==> src/rtl/sram_req_arbiter_if.sv <==
// ---------------------------------------------------------------------------
// sram_req_arbiter_if
// One SRAM-like request/response bus.
//   Request  (master -> slave): req, wr, size[1:0], wstrb[3:0], addr[31:0],
//                               wdata[31:0]
//   Response (slave -> master): addr_ok, data_ok, rdata[31:0]
// The master modport is the side that issues requests; the slave modport is
// the side that accepts them and returns responses.
// ---------------------------------------------------------------------------
interface sram_req_arbiter_if;
  logic        req;
  logic        wr;
  logic [1:0]  size;
  logic [3:0]  wstrb;
  logic [31:0] addr;
  logic [31:0] wdata;
  logic        addr_ok;
  logic        data_ok;
  logic [31:0] rdata;

  modport master (
    output req, wr, size, wstrb, addr, wdata,
    input  addr_ok, data_ok, rdata
  );

  modport slave (
    input  req, wr, size, wstrb, addr, wdata,
    output addr_ok, data_ok, rdata
  );
endinterface

==> src/rtl/sram_req_arbiter.sv <==
// ---------------------------------------------------------------------------
// sram_req_arbiter
// Merges the instruction-fetch and data-access SRAM-like ports onto one
// memory port. Data requests win over instruction requests; a presented
// request that is not accepted is locked until its address handshake. An
// in-order owner FIFO steers each response back to the issuing master.
// Ports:
//   clk       system clock, rising edge
//   resetn    asynchronous active-low reset
//   inst_bus  instruction master (slave modport: arbiter accepts requests)
//   data_bus  data master        (slave modport)
//   mem_bus   memory port        (master modport: arbiter issues requests)
// Parameter OUTSTANDING: max accepted-but-unanswered requests (power of 2, >=2)
// ---------------------------------------------------------------------------
module sram_req_arbiter #(
  parameter int OUTSTANDING = 4
) (
  input  logic                     clk,
  input  logic                     resetn,
  sram_req_arbiter_if.slave        inst_bus,
  sram_req_arbiter_if.slave        data_bus,
  sram_req_arbiter_if.master       mem_bus
);

  localparam int              PW       = $clog2(OUTSTANDING);
  localparam logic [PW:0]     FULL_CNT = (PW+1)'(OUTSTANDING);

  logic                   lock_vld_q, lock_vld_d;
  logic                   lock_sel_q, lock_sel_d;
  logic [PW-1:0]          wptr_q, wptr_d;
  logic [PW-1:0]          rptr_q, rptr_d;
  logic [PW:0]            cnt_q, cnt_d;
  logic [OUTSTANDING-1:0] owner_q, owner_d;

  logic sel;     // 1 = data master, 0 = instruction master
  logic full;
  logic hs;
  logic pop;
  logic head;

  // Grant: a held lock overrides priority so a presented request is never
  // swapped for another before it is accepted.
  assign sel  = lock_vld_q ? lock_sel_q : data_bus.req;

  // Full looks only at the registered count; a pop this cycle frees the
  // slot for the next cycle, keeping mem_data_ok off the mem_req path.
  assign full = (cnt_q == FULL_CNT);

  assign mem_bus.req   = !full && (lock_vld_q || data_bus.req || inst_bus.req);
  assign mem_bus.wr    = sel ? data_bus.wr    : inst_bus.wr;
  assign mem_bus.size  = sel ? data_bus.size  : inst_bus.size;
  assign mem_bus.wstrb = sel ? data_bus.wstrb : inst_bus.wstrb;
  assign mem_bus.addr  = sel ? data_bus.addr  : inst_bus.addr;
  assign mem_bus.wdata = sel ? data_bus.wdata : inst_bus.wdata;

  assign hs  = mem_bus.req && mem_bus.addr_ok;
  // Responses while nothing is outstanding are dropped.
  assign pop = mem_bus.data_ok && (cnt_q != '0);

  assign data_bus.addr_ok = hs && sel;
  assign inst_bus.addr_ok = hs && !sel;

  assign head = owner_q[rptr_q];

  assign data_bus.data_ok = pop && head;
  assign inst_bus.data_ok = pop && !head;
  assign data_bus.rdata   = mem_bus.rdata;
  assign inst_bus.rdata   = mem_bus.rdata;

  // Lock is taken the first cycle a request is shown without acceptance.
  always_comb begin
    lock_vld_d = lock_vld_q;
    lock_sel_d = lock_sel_q;
    if (hs) begin
      lock_vld_d = 1'b0;
    end else if (mem_bus.req && !lock_vld_q) begin
      lock_vld_d = 1'b1;
      lock_sel_d = sel;
    end
  end

  // Pointers wrap naturally since OUTSTANDING is a power of 2.
  always_comb begin
    wptr_d = hs  ? wptr_q + 1'b1 : wptr_q;
    rptr_d = pop ? rptr_q + 1'b1 : rptr_q;
    cnt_d  = cnt_q;
    case ({hs, pop})
      2'b10:   cnt_d = cnt_q + 1'b1;
      2'b01:   cnt_d = cnt_q - 1'b1;
      default: cnt_d = cnt_q;
    endcase
  end

  for (genvar gi = 0; gi < OUTSTANDING; gi++) begin : g_owner
    assign owner_d[gi] = (hs && (wptr_q == PW'(gi))) ? sel : owner_q[gi];
  end

  always_ff @(posedge clk or negedge resetn) begin
    if (!resetn) begin
      lock_vld_q <= 1'b0;
      lock_sel_q <= 1'b0;
      wptr_q     <= '0;
      rptr_q     <= '0;
      cnt_q      <= '0;
      owner_q    <= '0;
    end else begin
      lock_vld_q <= lock_vld_d;
      lock_sel_q <= lock_sel_d;
      wptr_q     <= wptr_d;
      rptr_q     <= rptr_d;
      cnt_q      <= cnt_d;
      owner_q    <= owner_d;
    end
  end

endmodule

==> src/flat_wrapper.sv <==
// flat-port wrapper written by rule: the top's interface ports become plain ports
module sram_req_arbiter_flat 
#(
  parameter int OUTSTANDING = 4
)
  (clk, resetn, inst_bus_req, inst_bus_wr, inst_bus_size, inst_bus_wstrb, inst_bus_addr, inst_bus_wdata, inst_bus_addr_ok, inst_bus_data_ok, inst_bus_rdata, data_bus_req, data_bus_wr, data_bus_size, data_bus_wstrb, data_bus_addr, data_bus_wdata, data_bus_addr_ok, data_bus_data_ok, data_bus_rdata, mem_bus_req, mem_bus_wr, mem_bus_size, mem_bus_wstrb, mem_bus_addr, mem_bus_wdata, mem_bus_addr_ok, mem_bus_data_ok, mem_bus_rdata);
  sram_req_arbiter_if inst_bus_i ();
  sram_req_arbiter_if data_bus_i ();
  sram_req_arbiter_if mem_bus_i ();
  input  logic clk;
  input  logic resetn;
  input wire logic [$bits(inst_bus_i.req)-1:0] inst_bus_req;
  input wire logic [$bits(inst_bus_i.wr)-1:0] inst_bus_wr;
  input wire logic [$bits(inst_bus_i.size)-1:0] inst_bus_size;
  input wire logic [$bits(inst_bus_i.wstrb)-1:0] inst_bus_wstrb;
  input wire logic [$bits(inst_bus_i.addr)-1:0] inst_bus_addr;
  input wire logic [$bits(inst_bus_i.wdata)-1:0] inst_bus_wdata;
  output wire logic [$bits(inst_bus_i.addr_ok)-1:0] inst_bus_addr_ok;
  output wire logic [$bits(inst_bus_i.data_ok)-1:0] inst_bus_data_ok;
  output wire logic [$bits(inst_bus_i.rdata)-1:0] inst_bus_rdata;
  input wire logic [$bits(data_bus_i.req)-1:0] data_bus_req;
  input wire logic [$bits(data_bus_i.wr)-1:0] data_bus_wr;
  input wire logic [$bits(data_bus_i.size)-1:0] data_bus_size;
  input wire logic [$bits(data_bus_i.wstrb)-1:0] data_bus_wstrb;
  input wire logic [$bits(data_bus_i.addr)-1:0] data_bus_addr;
  input wire logic [$bits(data_bus_i.wdata)-1:0] data_bus_wdata;
  output wire logic [$bits(data_bus_i.addr_ok)-1:0] data_bus_addr_ok;
  output wire logic [$bits(data_bus_i.data_ok)-1:0] data_bus_data_ok;
  output wire logic [$bits(data_bus_i.rdata)-1:0] data_bus_rdata;
  output wire logic [$bits(mem_bus_i.req)-1:0] mem_bus_req;
  output wire logic [$bits(mem_bus_i.wr)-1:0] mem_bus_wr;
  output wire logic [$bits(mem_bus_i.size)-1:0] mem_bus_size;
  output wire logic [$bits(mem_bus_i.wstrb)-1:0] mem_bus_wstrb;
  output wire logic [$bits(mem_bus_i.addr)-1:0] mem_bus_addr;
  output wire logic [$bits(mem_bus_i.wdata)-1:0] mem_bus_wdata;
  input wire logic [$bits(mem_bus_i.addr_ok)-1:0] mem_bus_addr_ok;
  input wire logic [$bits(mem_bus_i.data_ok)-1:0] mem_bus_data_ok;
  input wire logic [$bits(mem_bus_i.rdata)-1:0] mem_bus_rdata;
  assign inst_bus_i.req = inst_bus_req;
  assign inst_bus_i.wr = inst_bus_wr;
  assign inst_bus_i.size = inst_bus_size;
  assign inst_bus_i.wstrb = inst_bus_wstrb;
  assign inst_bus_i.addr = inst_bus_addr;
  assign inst_bus_i.wdata = inst_bus_wdata;
  assign inst_bus_addr_ok = inst_bus_i.addr_ok;
  assign inst_bus_data_ok = inst_bus_i.data_ok;
  assign inst_bus_rdata = inst_bus_i.rdata;
  assign data_bus_i.req = data_bus_req;
  assign data_bus_i.wr = data_bus_wr;
  assign data_bus_i.size = data_bus_size;
  assign data_bus_i.wstrb = data_bus_wstrb;
  assign data_bus_i.addr = data_bus_addr;
  assign data_bus_i.wdata = data_bus_wdata;
  assign data_bus_addr_ok = data_bus_i.addr_ok;
  assign data_bus_data_ok = data_bus_i.data_ok;
  assign data_bus_rdata = data_bus_i.rdata;
  assign mem_bus_req = mem_bus_i.req;
  assign mem_bus_wr = mem_bus_i.wr;
  assign mem_bus_size = mem_bus_i.size;
  assign mem_bus_wstrb = mem_bus_i.wstrb;
  assign mem_bus_addr = mem_bus_i.addr;
  assign mem_bus_wdata = mem_bus_i.wdata;
  assign mem_bus_i.addr_ok = mem_bus_addr_ok;
  assign mem_bus_i.data_ok = mem_bus_data_ok;
  assign mem_bus_i.rdata = mem_bus_rdata;
  sram_req_arbiter #(.OUTSTANDING(OUTSTANDING)) u_core (.clk(clk), .resetn(resetn), .inst_bus(inst_bus_i), .data_bus(data_bus_i), .mem_bus(mem_bus_i));
endmodule
==> config.mk <==
export PLATFORM = sky130hd
export DESIGN_NAME = sram_req_arbiter_flat
export DESIGN_NICKNAME = d
export VERILOG_FILES = /design/src/rtl/sram_req_arbiter_if.sv /design/src/rtl/sram_req_arbiter.sv /design/src/flat_wrapper.sv
export SDC_FILE = /design/constraint.sdc
export NUM_CORES = 1
export LEC_CHECK = 0
export BUFFER_PORTS_ARGS = -buffer_cell sky130_fd_sc_hd__buf_2
export CAP_MARGIN = 40
export CORE_AREA = 3 3 122 124
export CTS_BUF_LIST = sky130_fd_sc_hd__clkbuf_8
export CTS_CLUSTER_SIZE = 8
export DETAILED_ROUTE_END_ITERATION = 6
export DIE_AREA = 0 0 125 127
export GPL_TIMING_DRIVEN = 1
export PLACE_DENSITY = 0.57
export SLEW_MARGIN = 30
export SYNTH_ARGS = -nofsm -noshare
export SYNTH_HDL_FRONTEND = slang
export SYNTH_SLANG_ARGS = --single-unit
==> constraint.sdc <==
create_clock -name clk -period 2 [get_ports clk]
set_input_delay 0.2 -clock clk [delete_from_list [all_inputs] [get_ports clk]]
set_output_delay 0.2 -clock clk [all_outputs]
set_load 0.02 [all_outputs]
After elaboration in Yosys (flattened, before gate mapping)

Cells that the tools add are included.

Register bits after elaboration: 13
Input bits: 180

Reductions and logical operators: 23
Order comparisons: 1
Add/sub/neg operators: 4
Muxes and demuxes: 11
Bitwise logic cells: 1
Equality and inequality tests: 6

Operator list:

| kind                                                                 | count |
|---|---|
| 32-bit two-way mux                                                   | 2 |
| 1-bit logical AND                                                    | 12 |
| 2-bit == test, second input constant                                 | 3 |
| 3-bit case mux with 2 select lines                                   | 1 |
| 1-bit two-way mux                                                    | 5 |
| 2-bit by 1-bit adder with 2-bit output, second input constant        | 2 |
| 2-bit by 1-bit == test with 1-bit output, second input constant      | 2 |
| 1-bit logical NOT                                                    | 4 |
| 4-bit two-way mux                                                    | 1 |
| 2-bit nonzero test                                                   | 2 |
| 3-bit by 1-bit adder with 3-bit output, second input constant        | 1 |
| 3-bit == test, second input constant                                 | 1 |
| 2-bit by 3-bit < comparator with 1-bit output, second input constant | 1 |
| 3-bit nonzero test                                                   | 1 |
| 3-bit by 1-bit subtractor with 3-bit output, second input constant   | 1 |
| 1-bit binary-select mux with 2-bit select                            | 1 |
| 2-bit logical NOT                                                    | 1 |
| 1-bit logical OR                                                     | 2 |
| 2-bit two-way mux                                                    | 1 |
| 2-bit AND reduction                                                  | 1 |
| 1-bit inverter                                                       | 1 |

Depth between registers and ports, before layout

Depth in word-level cells: 6
Depth in mapped cells: 8
Depth with buffers taken out: 8

Worst setup path after synthesis

No wires, ideal clock.

Path type: register -> register
Start point: register u_core.cnt_q[0]
End point: register u_core.cnt_q[2]
Stages on the path, launching flop included: 9
Slack: -0.017 ns
Arrival time: 1.938 ns
Clock period less this slack: 2.017 ns
Path buffers: 0
Library setup time: 0.079 ns
Path through: dfrtp_1 or3b_4 nand3_4 ha_1 inv_1 fa_1 xor2_1 nor2_1 xor2_1

Longest elaborated chain between the ends: 6
Elaborated cells on any way between the ends: 12
Classes of those cells: add/sub (2); eq/ne (3); mux (1); reduce/logical (6)

RTL lines:

| item                                                                             | RTL line                | RTL |
|---|---|---|
| start, declared                                                                  | sram_req_arbiter.sv:32  | `logic [PW:0] cnt_q, cnt_d;` |
| start signal, assigned                                                           | sram_req_arbiter.sv:111 | `cnt_q <= cnt_d;` |
| 3-bit == test                                                                    | sram_req_arbiter.sv:47  | `assign full = (cnt_q == FULL_CNT);` |
| 1-bit logical NOT                                                                | sram_req_arbiter.sv:49  | `assign mem_bus.req = !full && (lock_vld_q \|\| data_bus.req \|\| inst_bus.req);` |
| 1-bit logical AND                                                                | sram_req_arbiter.sv:49  |  |
| 1-bit logical AND                                                                | sram_req_arbiter.sv:56  | `assign hs = mem_bus.req && mem_bus.addr_ok;` |
| 2-bit by 1-bit == test with 1-bit output / 2-bit == test (equally long branches) | sram_req_arbiter.sv:87  | `case ({hs, pop})` |
| 3-bit case mux with 2 select lines / 2-bit nonzero test (equally long branches)  | --                      |  |

Several ways; a longest one is shown, not always the timed one.
A chain may end at the register's enable or synchronous reset.

Final worst setup path

Start point: register u_core.cnt_q[1]
End point: register u_core.cnt_q[2]

The elaborated chain is that of the path after synthesis.

==> results.yml <==
power:
  vdd_ir_drop_max_uv: 446
  p_switching_mw: 2.19
  pwr-share-clk_pct: 5.7
  p_per_area_nw_per_um2: 1260
  comb_power_share_pct: 81.5
  pwr-share-seq_pct: 12.7
  cellLeakagePower_nw: 1.96
  switching_share_pct: 55.8
  internal-power_mw: 1.74
grt:
  grt_pass1_vias: 2481
  antenna_found_initial: 0
  track_usage_pct: 9.72
  grt_max_degree: 46
  grt_pass1_wl_um: 12700
  grt_overflow: 0
clock_tree:
  root_buffer: "clkbuf_8"
  cts_max_level: 1
  clk_pin_slew_ns: 0.05
  cts_tree: "yes"
  numCtsBuffers: 3
  cts.path.max_buffers: 2
  cts.sinks: 13
  clock_latency_ns: 0.24
synth:
  ys_ff_latch: 13
  synth_top_family_by_area: "simple AND/OR/NAND/NOR gates"
  netlist_instances: 358
  seq_area_frac_synth_pct: 15.2
  yosysWarnings: 0
  synthFlopType: "dfrtp_1"
  yosys.area_share.xor_xnor_pct: 2.46
  async_reset_ff_share_pct: 100
  synth_area_um2: 2140
  avgSynthCellArea_um2: 5.98
  muxShareOfSynthArea_pct: 3.57
  synth-edff-count: 0
  synth_cell_type_count: 25
  synth-simple-area-share_pct: 43.0
  synth_compound_area_share_pct: 3.27
  synthAdderAreaFrac_pct: 3.86
  synth_nets: 544
cells_and_area:
  fin_nets: 706
  drive_gt1_share_pct: 48.4
  n_antenna_cell: 0
  regArea_um2: 325
  fin_area_um2: 3120
  fin_cells: 699
  fill_cells: 1612
  multi_input_area_um2: 1230
  area_growth_pct: 45.7
timing:
  final_max_slew_viol_count: 0
  rsz0062_at_grt: "true"
  hold_violations: 0
  setup_viol: 0
  max_freq_mhz: 521
  period_minus_slack_ns: 1.92
  worst_pin_slew_ns: 0.361
  slew-limit-headroom_pct: 75.8
  fin_skew_ns: 0.00185
  finalCritPeriodShare_pct: 96.0
detailed_routing:
  vias_per_cell: 3.76
  drt_iter0_drc: 103
  route.vias.total: 2627
  drc: 0
  wire_per_inst_um: 12.2
  drt_wl_total_um: 8510
  dr.pass1.iters: 4
  ant_nets: 0
floorplanning:
  die_area_um2: 15900
  core_area_um2: 13900
  initial_core_util_pct: 15.4
  die_y_um: 127
  die_w_um: 125
  std_cell_rows: 43
  pin_count: 320
place:
  placedInstanceArea_um2: 3030
  port_buffers: 223
  dp.cells: 693
  gp_congestion: 0.732
  dp_hpwl_um: 7360
flow_run:
  cap_violations: 0
worst_setup_path:
  worst-r2r-cell-count: 8
  r2r_slack_ns: 0.08
  crit_type: "reg -> reg"
  regToRegStartpoint: "u_core.cnt_q[1]$_DFFE_PN0P_"
  start_kind: "register"
  arrival_ns: 2.07
  crit_required_ns: 2.16
  cp-end-kind: "register"
  crit_fanout: 2
  r2r_end: "u_core.cnt_q[2]$_DFFE_PN0P_"
run_status:
  outcome: "finished clean"
hold_path:
  worst_hold_path_type: "in -> reg"
  min_to: "u_core.lock_vld_q$_DFFE_PN0P_"
  hold_path.startpoint: "mem_bus_addr_ok"
  hold_path_depth: 2
-- cell usage after synthesis (2+ instances only) --
master	instances	area share, %
nand2_1	215	38
buf_4	77	27
dfrtp_1	13	15
a31oi_1	8	2.3
and2_1	5	1.5
ha_1	5	2.9
inv_1	5	0.88
nor2_1	5	0.88
xnor2_1	4	1.6
clkbuf_1	3	0.53
mux2_1	2	1.1
mux2i_1	2	0.94
xor2_1	2	0.82
-- how the worst max path moves through the flow --
stage,cells after the start,start,endpoint,slack [ns]
after floorplan,8,u_core.cnt_q[0]$_DFFE_PN0P_,u_core.cnt_q[2]$_DFFE_PN0P_,0.005
after global placement,8,u_core.cnt_q[1]$_DFFE_PN0P_,u_core.cnt_q[2]$_DFFE_PN0P_,0.06
after detailed placement,8,u_core.cnt_q[1]$_DFFE_PN0P_,u_core.cnt_q[2]$_DFFE_PN0P_,-0.02
after CTS,8,u_core.cnt_q[0]$_DFFE_PN0P_,u_core.cnt_q[2]$_DFFE_PN0P_,-0.01
after global routing,8,u_core.cnt_q[1]$_DFFE_PN0P_,u_core.cnt_q[2]$_DFFE_PN0P_,-0.04
final,8,u_core.cnt_q[1]$_DFFE_PN0P_,u_core.cnt_q[2]$_DFFE_PN0P_,0.08
-- cells by family (layout without fill, tap and decap cells) --
kind of cell / after synthesis / count (layout)
adders and majority gates: 6 / 6
AOI/OAI and AO/OA: 10 / 10
muxes: 6 / 6
xor gates and xnor gates: 6 / 6
DFF: 13 / 13
buffers and inverters: 86 / 247
and+or+nand+nor: 231 / 231
-- cell type report --
cell class / instances / area share [%]
Inverter: 6 / 0.723
Clock buffer: 3 / 1.32
Multi-Input combinational cell: 259 / 39.5
Clock inverter: 1 / 0.120
Tap cell: 180 / 7.23
Timing Repair Buffer: 237 / 40.7
Sequential cell: 13 / 10.4
-- state kept, by name (all words and copies together), names as in the netlist --
signal	cells
u_core.owner_q	4
u_core.cnt_q	3
u_core.rptr_q	2
u_core.wptr_q	2
u_core.lock_sel_q	1
u_core.lock_vld_q	1
-- metal layers --
metal	vias up	wire length (µm)	track usage [%]
li1	1349	-	-
met1	1060	3400	12.1
met2	192	3790	15.8
met3	26	1130	3.72
met4	0	191	2.74
met5	-	0	0
-- power groups by stage --
stage | clock [mW] | combinational (mW) | sequential [mW]
after floorplan | 0 | 2.25 | 0.507
after global placement | 0 | 3.18 | 0.503
after detailed placement | 0 | 3.20 | 0.510
after CTS | 0.237 | 3.24 | 0.505
after global routing | 0.254 | 3.55 | 0.524
final | 0.225 | 3.21 | 0.502
-- per-stage QoR --
stage | hold WS, ns | util [%] | TNS (ns) | power (mW) | setup WS, ns
2_1_floorplan | -0.0956 | - | 0 | 2.75 | 0.00544
3_3_place_gp | 0.110 | 21.8 | 0 | 3.69 | 0.0565
3_5_place_dp | 0.111 | 21.8 | -0.0220 | 3.71 | -0.0220
4_1_cts | 0.277 | 22.3 | -0.0116 | 3.98 | -0.0116
5_1_grt | 0.291 | 22.5 | -0.0363 | 4.33 | -0.0363
6_report | 0.292 | 22.5 | 0 | 3.94 | 0.0809
-- cells in the final DEF, fill, tap and decap left out, types with 2 or more instances in the layout --
master	count
clkbuf_8	3
and2_1	5
xnor2_1	4
buf_4	9
nand2_1	215
buf_12	3
mux2_1	2
buf_2	223
ha_1	4
inv_2	2
a31oi_1	8
nor2_1	5
dfrtp_1	13
xor2_1	2
inv_1	5
-- critical path: stages (launching register included) --
cell	delay (ns)
dfrtp_1	0.38
or3b_4	0.42
nand3_4	0.10
ha_4	0.13
inv_2	0.03
fa_2	0.33
xor2_1	0.14
nor2_1	0.12
xor2_1	0.18
-- what timing repair did --
item / in CTS / in global routing
setup endpoints to repair: 2 / 3
gates resized for setup: 1 / 5
endpoints found under the hold margin: 13 / 0
setup buffers: 1 / 0
hold buffers: 1 / 0
pin swaps: 2 / 3
Note: power is estimated with default switching activity, not from simulation.
